<file path="src/rtl/ad_ip_jesd204_tpl_adc_pn_mon_if.sv">
// ---------------------------------------------------------------------------
// ad_ip_jesd204_tpl_adc_pn_mon_if
//
// Bundles one channel's receive beat and the PN monitor status that goes back
// to the register map.
//
//   adc_valid       beat qualifier
//   adc_data        DATA_WIDTH-bit beat, sample 0 in the LSBs
//   adc_pn_sel      0 = PN7, 1 = PN15
//   adc_pn_clr      single-cycle pulse clearing the error status
//   adc_pn_oos      1 = not locked to the pattern
//   adc_pn_err      sticky error flag
//   adc_pn_err_cnt  saturating count of mismatching beats while locked
//
// Modports:
//   master  the side feeding beats (deframer / register map)
//   slave   the PN monitor
// ---------------------------------------------------------------------------
interface ad_ip_jesd204_tpl_adc_pn_mon_if #(
  parameter int DATA_WIDTH    = 64,
  parameter int ERR_CNT_WIDTH = 16
);

  logic                     adc_valid;
  logic [DATA_WIDTH-1:0]    adc_data;
  logic                     adc_pn_sel;
  logic                     adc_pn_clr;
  logic                     adc_pn_oos;
  logic                     adc_pn_err;
  logic [ERR_CNT_WIDTH-1:0] adc_pn_err_cnt;

  modport master (
    output adc_valid,
    output adc_data,
    output adc_pn_sel,
    output adc_pn_clr,
    input  adc_pn_oos,
    input  adc_pn_err,
    input  adc_pn_err_cnt
  );

  modport slave (
    input  adc_valid,
    input  adc_data,
    input  adc_pn_sel,
    input  adc_pn_clr,
    output adc_pn_oos,
    output adc_pn_err,
    output adc_pn_err_cnt
  );

endinterface

</file>
<file path="src/rtl/ad_ip_jesd204_tpl_adc_pn_mon.sv">
// ---------------------------------------------------------------------------
// ad_ip_jesd204_tpl_adc_pn_mon
//
// Per-channel PN7 / PN15 checker for the ADC transport layer. Each valid beat
// is serialised (sample 0 first, MSB of each sample first) and every bit is
// checked against the XOR of the two tap bits taken from the received stream
// itself, so the checker resynchronises on its own after any disturbance.
// An out-of-sync state machine turns the per-beat match result into lock
// status, and mismatches while locked are reported as errors.
//
// Ports:
//   clk    core clock
//   reset  asynchronous, active-high reset
//   pn     ad_ip_jesd204_tpl_adc_pn_mon_if.slave
//            adc_valid / adc_data / adc_pn_sel / adc_pn_clr  in
//            adc_pn_oos / adc_pn_err / adc_pn_err_cnt        out
//
// Configuration macro:
//   AD_IP_JESD204_TPL_ADC_PN_ERR_CNT_EN
//     defined   : saturating adc_pn_err_cnt is built
//     undefined : adc_pn_err_cnt is tied to 0
//
// DATA_PATH_WIDTH * CONVERTER_RESOLUTION must be at least 15 so that the
// history of the previous beat can always be taken from a single beat.
// ---------------------------------------------------------------------------
module ad_ip_jesd204_tpl_adc_pn_mon #(
  parameter int DATA_PATH_WIDTH      = 4,
  parameter int CONVERTER_RESOLUTION = 16,
  parameter int OOS_THRESHOLD        = 16,
  parameter int ERR_CNT_WIDTH        = 16
) (
  input  logic                                clk,
  input  logic                                reset,
  ad_ip_jesd204_tpl_adc_pn_mon_if.slave       pn
);

  localparam int N  = DATA_PATH_WIDTH * CONVERTER_RESOLUTION;
  localparam int CR = CONVERTER_RESOLUTION;
  localparam int HW = 15;                          // history depth (longest tap)
  localparam int CW = $clog2(OOS_THRESHOLD + 1);
  localparam logic [CW-1:0] THR_LAST = CW'(OOS_THRESHOLD - 1);

  typedef enum logic {
    ST_OOS    = 1'b0,
    ST_LOCKED = 1'b1
  } state_t;

  state_t          state_reg;
  logic            oos_reg;
  logic            err_reg;
  logic            sel_reg;
  logic [CW-1:0]   match_cnt_reg;
  logic [CW-1:0]   miss_cnt_reg;
  logic [HW-1:0]   hist_reg;    // hist_reg[0] is the oldest bit, s[-15]

  logic [N-1:0]    ser;         // ser[k] = serial bit k of the current beat
  logic [N+HW-1:0] ext;         // history followed by the current beat
  logic [N-1:0]    pred;
  logic            beat_match;
  logic            sel_chg;

  // Serial order: sample 0 first, MSB of each sample first.
  genvar gi;
  generate
    for (gi = 0; gi < N; gi++) begin : g_ser
      assign ser[gi] = pn.adc_data[(gi / CR) * CR + CR - 1 - (gi % CR)];
    end
  endgenerate

  assign ext = {ser, hist_reg};

  // Bit k sits at ext[HW+k]; PN7 taps are k-6 / k-7, PN15 taps are k-14 / k-15.
  generate
    for (gi = 0; gi < N; gi++) begin : g_pred
      assign pred[gi] = pn.adc_pn_sel ? (ext[gi + 1] ^ ext[gi])
                                      : (ext[gi + 9] ^ ext[gi + 8]);
    end
  endgenerate

  // An all-zero beat satisfies any XOR recurrence trivially, so it is
  // rejected explicitly to avoid locking onto a dead link.
  assign beat_match = (ser == pred) && (|pn.adc_data);
  assign sel_chg    = (pn.adc_pn_sel != sel_reg);

  always_ff @(posedge clk or posedge reset) begin
    if (reset) begin
      state_reg     <= ST_OOS;
      oos_reg       <= 1'b1;
      err_reg       <= 1'b0;
      sel_reg       <= 1'b0;
      match_cnt_reg <= '0;
      miss_cnt_reg  <= '0;
      hist_reg      <= '0;
    end else begin
      sel_reg <= pn.adc_pn_sel;
      if (sel_chg) begin
        // New pattern: drop lock and restart from an empty history; the beat
        // arriving with the change is discarded.
        state_reg     <= ST_OOS;
        oos_reg       <= 1'b1;
        match_cnt_reg <= '0;
        miss_cnt_reg  <= '0;
        hist_reg      <= '0;
      end else if (pn.adc_valid) begin
        hist_reg <= ext[N+HW-1:N];
        case (state_reg)
          ST_OOS: begin
            if (beat_match) begin
              if (match_cnt_reg == THR_LAST) begin
                state_reg     <= ST_LOCKED;
                oos_reg       <= 1'b0;
                match_cnt_reg <= '0;
                miss_cnt_reg  <= '0;
              end else begin
                match_cnt_reg <= match_cnt_reg + CW'(1);
              end
            end else begin
              match_cnt_reg <= '0;
            end
          end
          ST_LOCKED: begin
            if (!beat_match) begin
              err_reg <= 1'b1;
              if (miss_cnt_reg == THR_LAST) begin
                state_reg     <= ST_OOS;
                oos_reg       <= 1'b1;
                match_cnt_reg <= '0;
                miss_cnt_reg  <= '0;
              end else begin
                miss_cnt_reg <= miss_cnt_reg + CW'(1);
              end
            end else begin
              miss_cnt_reg <= '0;
            end
          end
          default: begin
            state_reg <= ST_OOS;
            oos_reg   <= 1'b1;
          end
        endcase
      end
      // Clear has priority over a simultaneous mismatch.
      if (pn.adc_pn_clr) begin
        err_reg <= 1'b0;
      end
    end
  end

`ifdef AD_IP_JESD204_TPL_ADC_PN_ERR_CNT_EN
  logic                     lock_miss;
  logic [ERR_CNT_WIDTH-1:0] err_cnt_reg;

  assign lock_miss = !sel_chg && pn.adc_valid && (state_reg == ST_LOCKED) && !beat_match;

  always_ff @(posedge clk or posedge reset) begin
    if (reset) begin
      err_cnt_reg <= '0;
    end else if (pn.adc_pn_clr) begin
      err_cnt_reg <= '0;
    end else if (lock_miss && !(&err_cnt_reg)) begin
      err_cnt_reg <= err_cnt_reg + ERR_CNT_WIDTH'(1);
    end
  end

  assign pn.adc_pn_err_cnt = err_cnt_reg;
`else
  assign pn.adc_pn_err_cnt = '0;
`endif

  assign pn.adc_pn_oos = oos_reg;
  assign pn.adc_pn_err = err_reg;

endmodule

</file>
<file path="src/flat_wrapper.sv">
// flat-port wrapper written by rule: the top's interface ports become plain ports
module ad_ip_jesd204_tpl_adc_pn_mon_flat 
#(
  parameter int DATA_PATH_WIDTH      = 4,
  parameter int CONVERTER_RESOLUTION = 16,
  parameter int OOS_THRESHOLD        = 16,
  parameter int ERR_CNT_WIDTH        = 16
)
  (clk, reset, pn_adc_valid, pn_adc_data, pn_adc_pn_sel, pn_adc_pn_clr, pn_adc_pn_oos, pn_adc_pn_err, pn_adc_pn_err_cnt);
  ad_ip_jesd204_tpl_adc_pn_mon_if #(.DATA_WIDTH(((4) * (16))), .ERR_CNT_WIDTH(ERR_CNT_WIDTH)) pn_i ();
  input  logic clk;
  input  logic reset;
  input wire logic [$bits(pn_i.adc_valid)-1:0] pn_adc_valid;
  input wire logic [$bits(pn_i.adc_data)-1:0] pn_adc_data;
  input wire logic [$bits(pn_i.adc_pn_sel)-1:0] pn_adc_pn_sel;
  input wire logic [$bits(pn_i.adc_pn_clr)-1:0] pn_adc_pn_clr;
  output wire logic [$bits(pn_i.adc_pn_oos)-1:0] pn_adc_pn_oos;
  output wire logic [$bits(pn_i.adc_pn_err)-1:0] pn_adc_pn_err;
  output wire logic [$bits(pn_i.adc_pn_err_cnt)-1:0] pn_adc_pn_err_cnt;
  assign pn_i.adc_valid = pn_adc_valid;
  assign pn_i.adc_data = pn_adc_data;
  assign pn_i.adc_pn_sel = pn_adc_pn_sel;
  assign pn_i.adc_pn_clr = pn_adc_pn_clr;
  assign pn_adc_pn_oos = pn_i.adc_pn_oos;
  assign pn_adc_pn_err = pn_i.adc_pn_err;
  assign pn_adc_pn_err_cnt = pn_i.adc_pn_err_cnt;
  ad_ip_jesd204_tpl_adc_pn_mon #(.DATA_PATH_WIDTH(DATA_PATH_WIDTH), .CONVERTER_RESOLUTION(CONVERTER_RESOLUTION), .OOS_THRESHOLD(OOS_THRESHOLD), .ERR_CNT_WIDTH(ERR_CNT_WIDTH)) u_core (.clk(clk), .reset(reset), .pn(pn_i));
endmodule
</file>
<file path="config.mk">
export PLATFORM = sky130hd
export DESIGN_NAME = ad_ip_jesd204_tpl_adc_pn_mon_flat
export DESIGN_NICKNAME = d
export VERILOG_FILES = /design/src/rtl/ad_ip_jesd204_tpl_adc_pn_mon_if.sv /design/src/rtl/ad_ip_jesd204_tpl_adc_pn_mon.sv /design/src/flat_wrapper.sv
export SDC_FILE = /design/constraint.sdc
export NUM_CORES = 1
export LEC_CHECK = 0
export CAP_MARGIN = 40
export CORE_MARGIN = 5
export CORE_UTILIZATION = 40
export DETAILED_ROUTE_END_ITERATION = 16
export SLEW_MARGIN = 20
export SYNTH_ARGS = -nofsm -noshare
export SYNTH_HDL_FRONTEND = slang
export SYNTH_SLANG_ARGS = --single-unit
</file>
<file path="constraint.sdc">
create_clock -name clk -period 5.15 [get_ports clk]
set_input_delay 0.515 -clock clk [delete_from_list [all_inputs] [get_ports clk]]
set_output_delay 0.515 -clock clk [all_outputs]
set_load 0.02 [all_outputs]
</file>
==> run summary <==
The run finished with clean final reports. Summing every instance area after synthesis gives between 0.004 and 0.005 sq mm. Yosys mapped a number of flops with a built-in enable equal to 0. The final critical-path share of the clock period came out at 72.8%.

The slowest stage of the critical path is the sky130_fd_sc_hd__clkdlybuf4s50_1 cell. The root buffer cell chosen for the clock tree is sky130_fd_sc_hd__clkbuf_8. In this run the vertical extent of the chip is 113 um.

The most used standard cell by instance count after synthesis is sky130_fd_sc_hd__xnor2_1. Counting along the longest clock path gives a buffer depth of 2. The cell accounting for the most synthesized area is sky130_fd_sc_hd__xnor2_1. Before antenna repair, the detailed router went through 6 iterations. After synthesis, the netlist uses 64 different library cells. After clock tree synthesis, the flow added hold-fix buffers numbering 0. Summing the areas of all compound-gate instances in the mapped netlist gives 9.90% of the synthesized area. The number of gates resized after CTS is 0. The net switching power figure came out at 0.396 mW.

Setup repair after global routing left no endpoint under its margin. The final wirelength came out at 14900 um. The boundary pin count came out at 87. The share of the core filled with cells in the final layout is between 40% and 50%. The internal portion of total power came out at 0.616 mW. The congestion estimate from routability-driven global placement came to between 0.9 and 1.

The setup path with the least slack is of type input port to flip-flop. The floorplan die area is ~0.013 sq mm. CTS saw 29 sinks.

The register area share after synthesis is 17.0%. The critical path buffer and inverter count is 2. The Yosys step of the flow raised 0 warnings. The largest stage delay on the critical path is 620 ps. The all-layer global routing usage is 23.0%. The proportion of synthesized area in mux cells came out at 15.3%. The tightest hold margin came out at between 400 and 500 ps. The final count of hold timing violations was 0. The total area of multi-input combinational cells is 0.00313 sq mm. The aggregate global routing overflow is 0.

STA classifies the critical path endpoint as a flip-flop. For this run, the top clock speed supported by timing is around 270 MHz. The number of antenna violations at the first check in global routing came out at 0. The fraction of layout instances using a drive strength above 1 is 3.99%. Headroom to the max-slew limit came out at 58.5%. The total vias in the final route came out at 4077. The share of total power consumed by net switching came out at 39.1%. The sequential standard cell area came out at 727 sq um. The leakage power is 2.33 nW. The arrival time at the worst endpoint is 3970 ps. The via count of the first global-routing pass is 3958.

The post-layout minimum cycle time is around 3700 ps. The global-route wire length before repair is 23100 um. Buffers added to address setup during post-CTS repair amount to 0. The antenna diode instance count came out at 0. The count of nets left with antenna violations once routing finished came out at 0. The number of H-tree branching levels is 2. The share of the synthesized netlist area taken by xor and xnor gates is 21.3%. The layout overhead on the synthesized area came out at 20.5%. The largest fanout of any net on the critical path came out at 12. The largest family of logic cells by synthesized area is XOR/XNOR gates.

The actual transition at the worst max-transition pin came out at 606 ps. Ranked by total cell area, the synthesized netlist is headed by sky130_fd_sc_hd__xnor2_1 (18%), sky130_fd_sc_hd__dfrtp_1 (16%), sky130_fd_sc_hd__mux2i_1 (14%), sky130_fd_sc_hd__ha_1 (9.1%), sky130_fd_sc_hd__inv_1 (6.0%). The number of buffers created by CTS came out at 5. Per report_power, the sequential group accounts for 25.4% of the total. The average cell area after synthesis is around 8.3 sq um. The worst setup skew after layout is 6.75 ps.

The kind of launch point of the worst setup path is an input port. Setup violations remaining at the end of the flow were counted as 0. TritonCTS built the clock tree. Buffers placed on the I/O ports in this run total 70. The completed layout was analyzed and its total power is about 1 mW. The instance count of the mapped netlist is 513.

The violation count after the first detailed-route iteration is 332. The flip-flop cell with the highest count after synthesis is sky130_fd_sc_hd__dfrtp_1. The core outline area came out at 0.0104 sq mm.

The adder and majority cell fraction of the synthesized area came out at approximately 9.1%. Dividing total power by cell area gives a power density of 196 mW/mm^2. In this run, synthesis produced a sequential element count of 29. The count of pins over their slew limit is 0. In the final routed layout, each cell accounts on average for 20.9 um.

Per report_power, the combinational group accounts for between 40 and 50% of the total. The area of all placed cells without fillers came out at roughly 0.0052 sq mm. The number of flip-flops under the largest register name came out at 15. The critical path goes through clkdlybuf4s50_1 -> inv_1 -> ha_1 -> xor2_1 -> a211oi_1 -> a32o_1 -> nand4_1 -> nor4_1 -> nand3_1 -> a2111oi_0 -> a21o_1.

The number of cell rows came out at 37. The starting density of the core is between 40 and 50%. The class of the worst hold path is flip-flop to flip-flop. Entering global routing, the biggest net connects 32 pins. For the worst-skew pair, the clock arrives at the later sink with an insertion delay of ~280 ps. The maximum ir drop on the vdd rail is 0.000128 V.

The number of violations of the max-capacitance limit is 0. The area share of the largest cell type after synthesis is 17.6%. After synthesis, the most frequently instantiated cells are sky130_fd_sc_hd__xnor2_1 (86), sky130_fd_sc_hd__inv_1 (68), sky130_fd_sc_hd__mux2i_1 (62).

The number of design rule violations left after detail routing is 0. The share of flip-flops with an asynchronous set or reset after synthesis came out at 100%. The accumulated negative setup slack came out at 0 ps. The width of the die came out at 113 um. The basic-gate share of the synthesized area counting and, or, nand and nor cells is 16.2%. The required arrival time at the worst endpoint came out at 5370 ps. The clock share of power is 24.8%. The clock-pin transition on the worst setup and hold timing paths came out at ~70 ps. Fill cells in the final layout number approximately 1100. The post-placement cell area came out at approximately 0.005 sq mm.

After detailed routing, the number of vias per cell comes to 5.72. The number of nets at the end of the flow is 676. On the critical path the largest part of the delay comes from simple AND/OR/NAND/NOR gates. The final HPWL from detailed placement is approximately 12000 um.
## metrics by stage
step / worst slack [ps] / std cells
final: 1400 / 713
after global routing: 1180 / 713
after CTS: 1420 / 712
after detailed placement: 1140 / 704
after global placement: 1180 / 704
after floorplan: 2320 / 528
## layout make-up
cell class	instances	area share, %
multi-input cells	397	60.7
clock inverters	2	0.727
clock buffers	6	1.60
well taps	136	3.30
inverters	69	5.07
repair buffers	74	14.5
flip-flops and latches	29	14.1
## worst paths after layout
kind                                            from                       to  slack (ps)  cells past startpoint
worst max-delay path                 pn_adc_data[23]  u_core.match_cnt_reg[3]        1400                     11
min in group asynchronous                      reset           u_core.sel_reg         630                      2
worst min-delay path            u_core.pn.adc_pn_oos     u_core.pn.adc_pn_oos         490                      2
worst max register to register   u_core.hist_reg[11]  u_core.match_cnt_reg[3]        2090                      8
worst min register to register  u_core.pn.adc_pn_oos     u_core.pn.adc_pn_oos         490                      2
max in group asynchronous                      reset     u_core.pn.adc_pn_err        4110                      2
## metal layers
metal	track usage, %	routed length, um
met5	0	0
met4	3.61	259
met3	4.30	1220
met2	34.7	6400
met1	34.5	7010
## kinds of logic (layout without fill, tap and decap cells)
family	count (synthesis)	count (layout)
AND/OR/NAND/NOR	127	127
buffers and inverters	102	151
XOR/XNOR	101	101
multiplexers	65	65
AO/OA/AOI/OAI	57	57
adder cells (fa/ha/maj)	31	31
flip-flops	29	29
other	1	16
## cell usage in the layout, fill, tap and decap left out, types with 6 or more instances in the layout
cell | Yosys | routed
sky130_fd_sc_hd__nand2_1 | 15 | 15
sky130_fd_sc_hd__nor3_1 | 6 | 6
sky130_fd_sc_hd__nand3_1 | 19 | 19
sky130_fd_sc_hd__clkdlybuf4s50_1 | 0 | 69
sky130_fd_sc_hd__xor2_1 | 13 | 13
sky130_fd_sc_hd__conb_1 | 1 | 16
sky130_fd_sc_hd__xnor2_1 | 86 | 86
sky130_fd_sc_hd__a21o_1 | 7 | 7
sky130_fd_sc_hd__nor2_1 | 32 | 32
sky130_fd_sc_hd__nand4_1 | 21 | 21
sky130_fd_sc_hd__mux2i_1 | 62 | 62
sky130_fd_sc_hd__ha_1 | 31 | 31
sky130_fd_sc_hd__a211oi_1 | 7 | 7
sky130_fd_sc_hd__clkbuf_8 | 0 | 6
sky130_fd_sc_hd__nor4_1 | 10 | 10
sky130_fd_sc_hd__a21oi_1 | 6 | 6
sky130_fd_sc_hd__dfrtp_1 | 28 | 28
sky130_fd_sc_hd__inv_1 | 68 | 67
## power by group through the flow
stage | clock, mW | combinational [mW] | sequential [mW]
after floorplan | 0 | 0.315 | 0.261
after global placement | 0 | 0.491 | 0.261
after detailed placement | 0 | 0.489 | 0.261
after CTS | 0.256 | 0.492 | 0.257
after global routing | 0.270 | 0.538 | 0.259
final | 0.251 | 0.504 | 0.257
## worst register-to-register path, cell delays in order (launching register included)
cell	delay, ps
sky130_fd_sc_hd__dfrtp_1	460
sky130_fd_sc_hd__xnor2_1	200
sky130_fd_sc_hd__mux2_2	290
sky130_fd_sc_hd__a32oi_1	280
sky130_fd_sc_hd__nand4_1	170
sky130_fd_sc_hd__nor4_1	470
sky130_fd_sc_hd__nand3_1	480
sky130_fd_sc_hd__a2111oi_0	520
sky130_fd_sc_hd__a21o_1	130
Note: power is estimated with default switching activity, not from simulation.
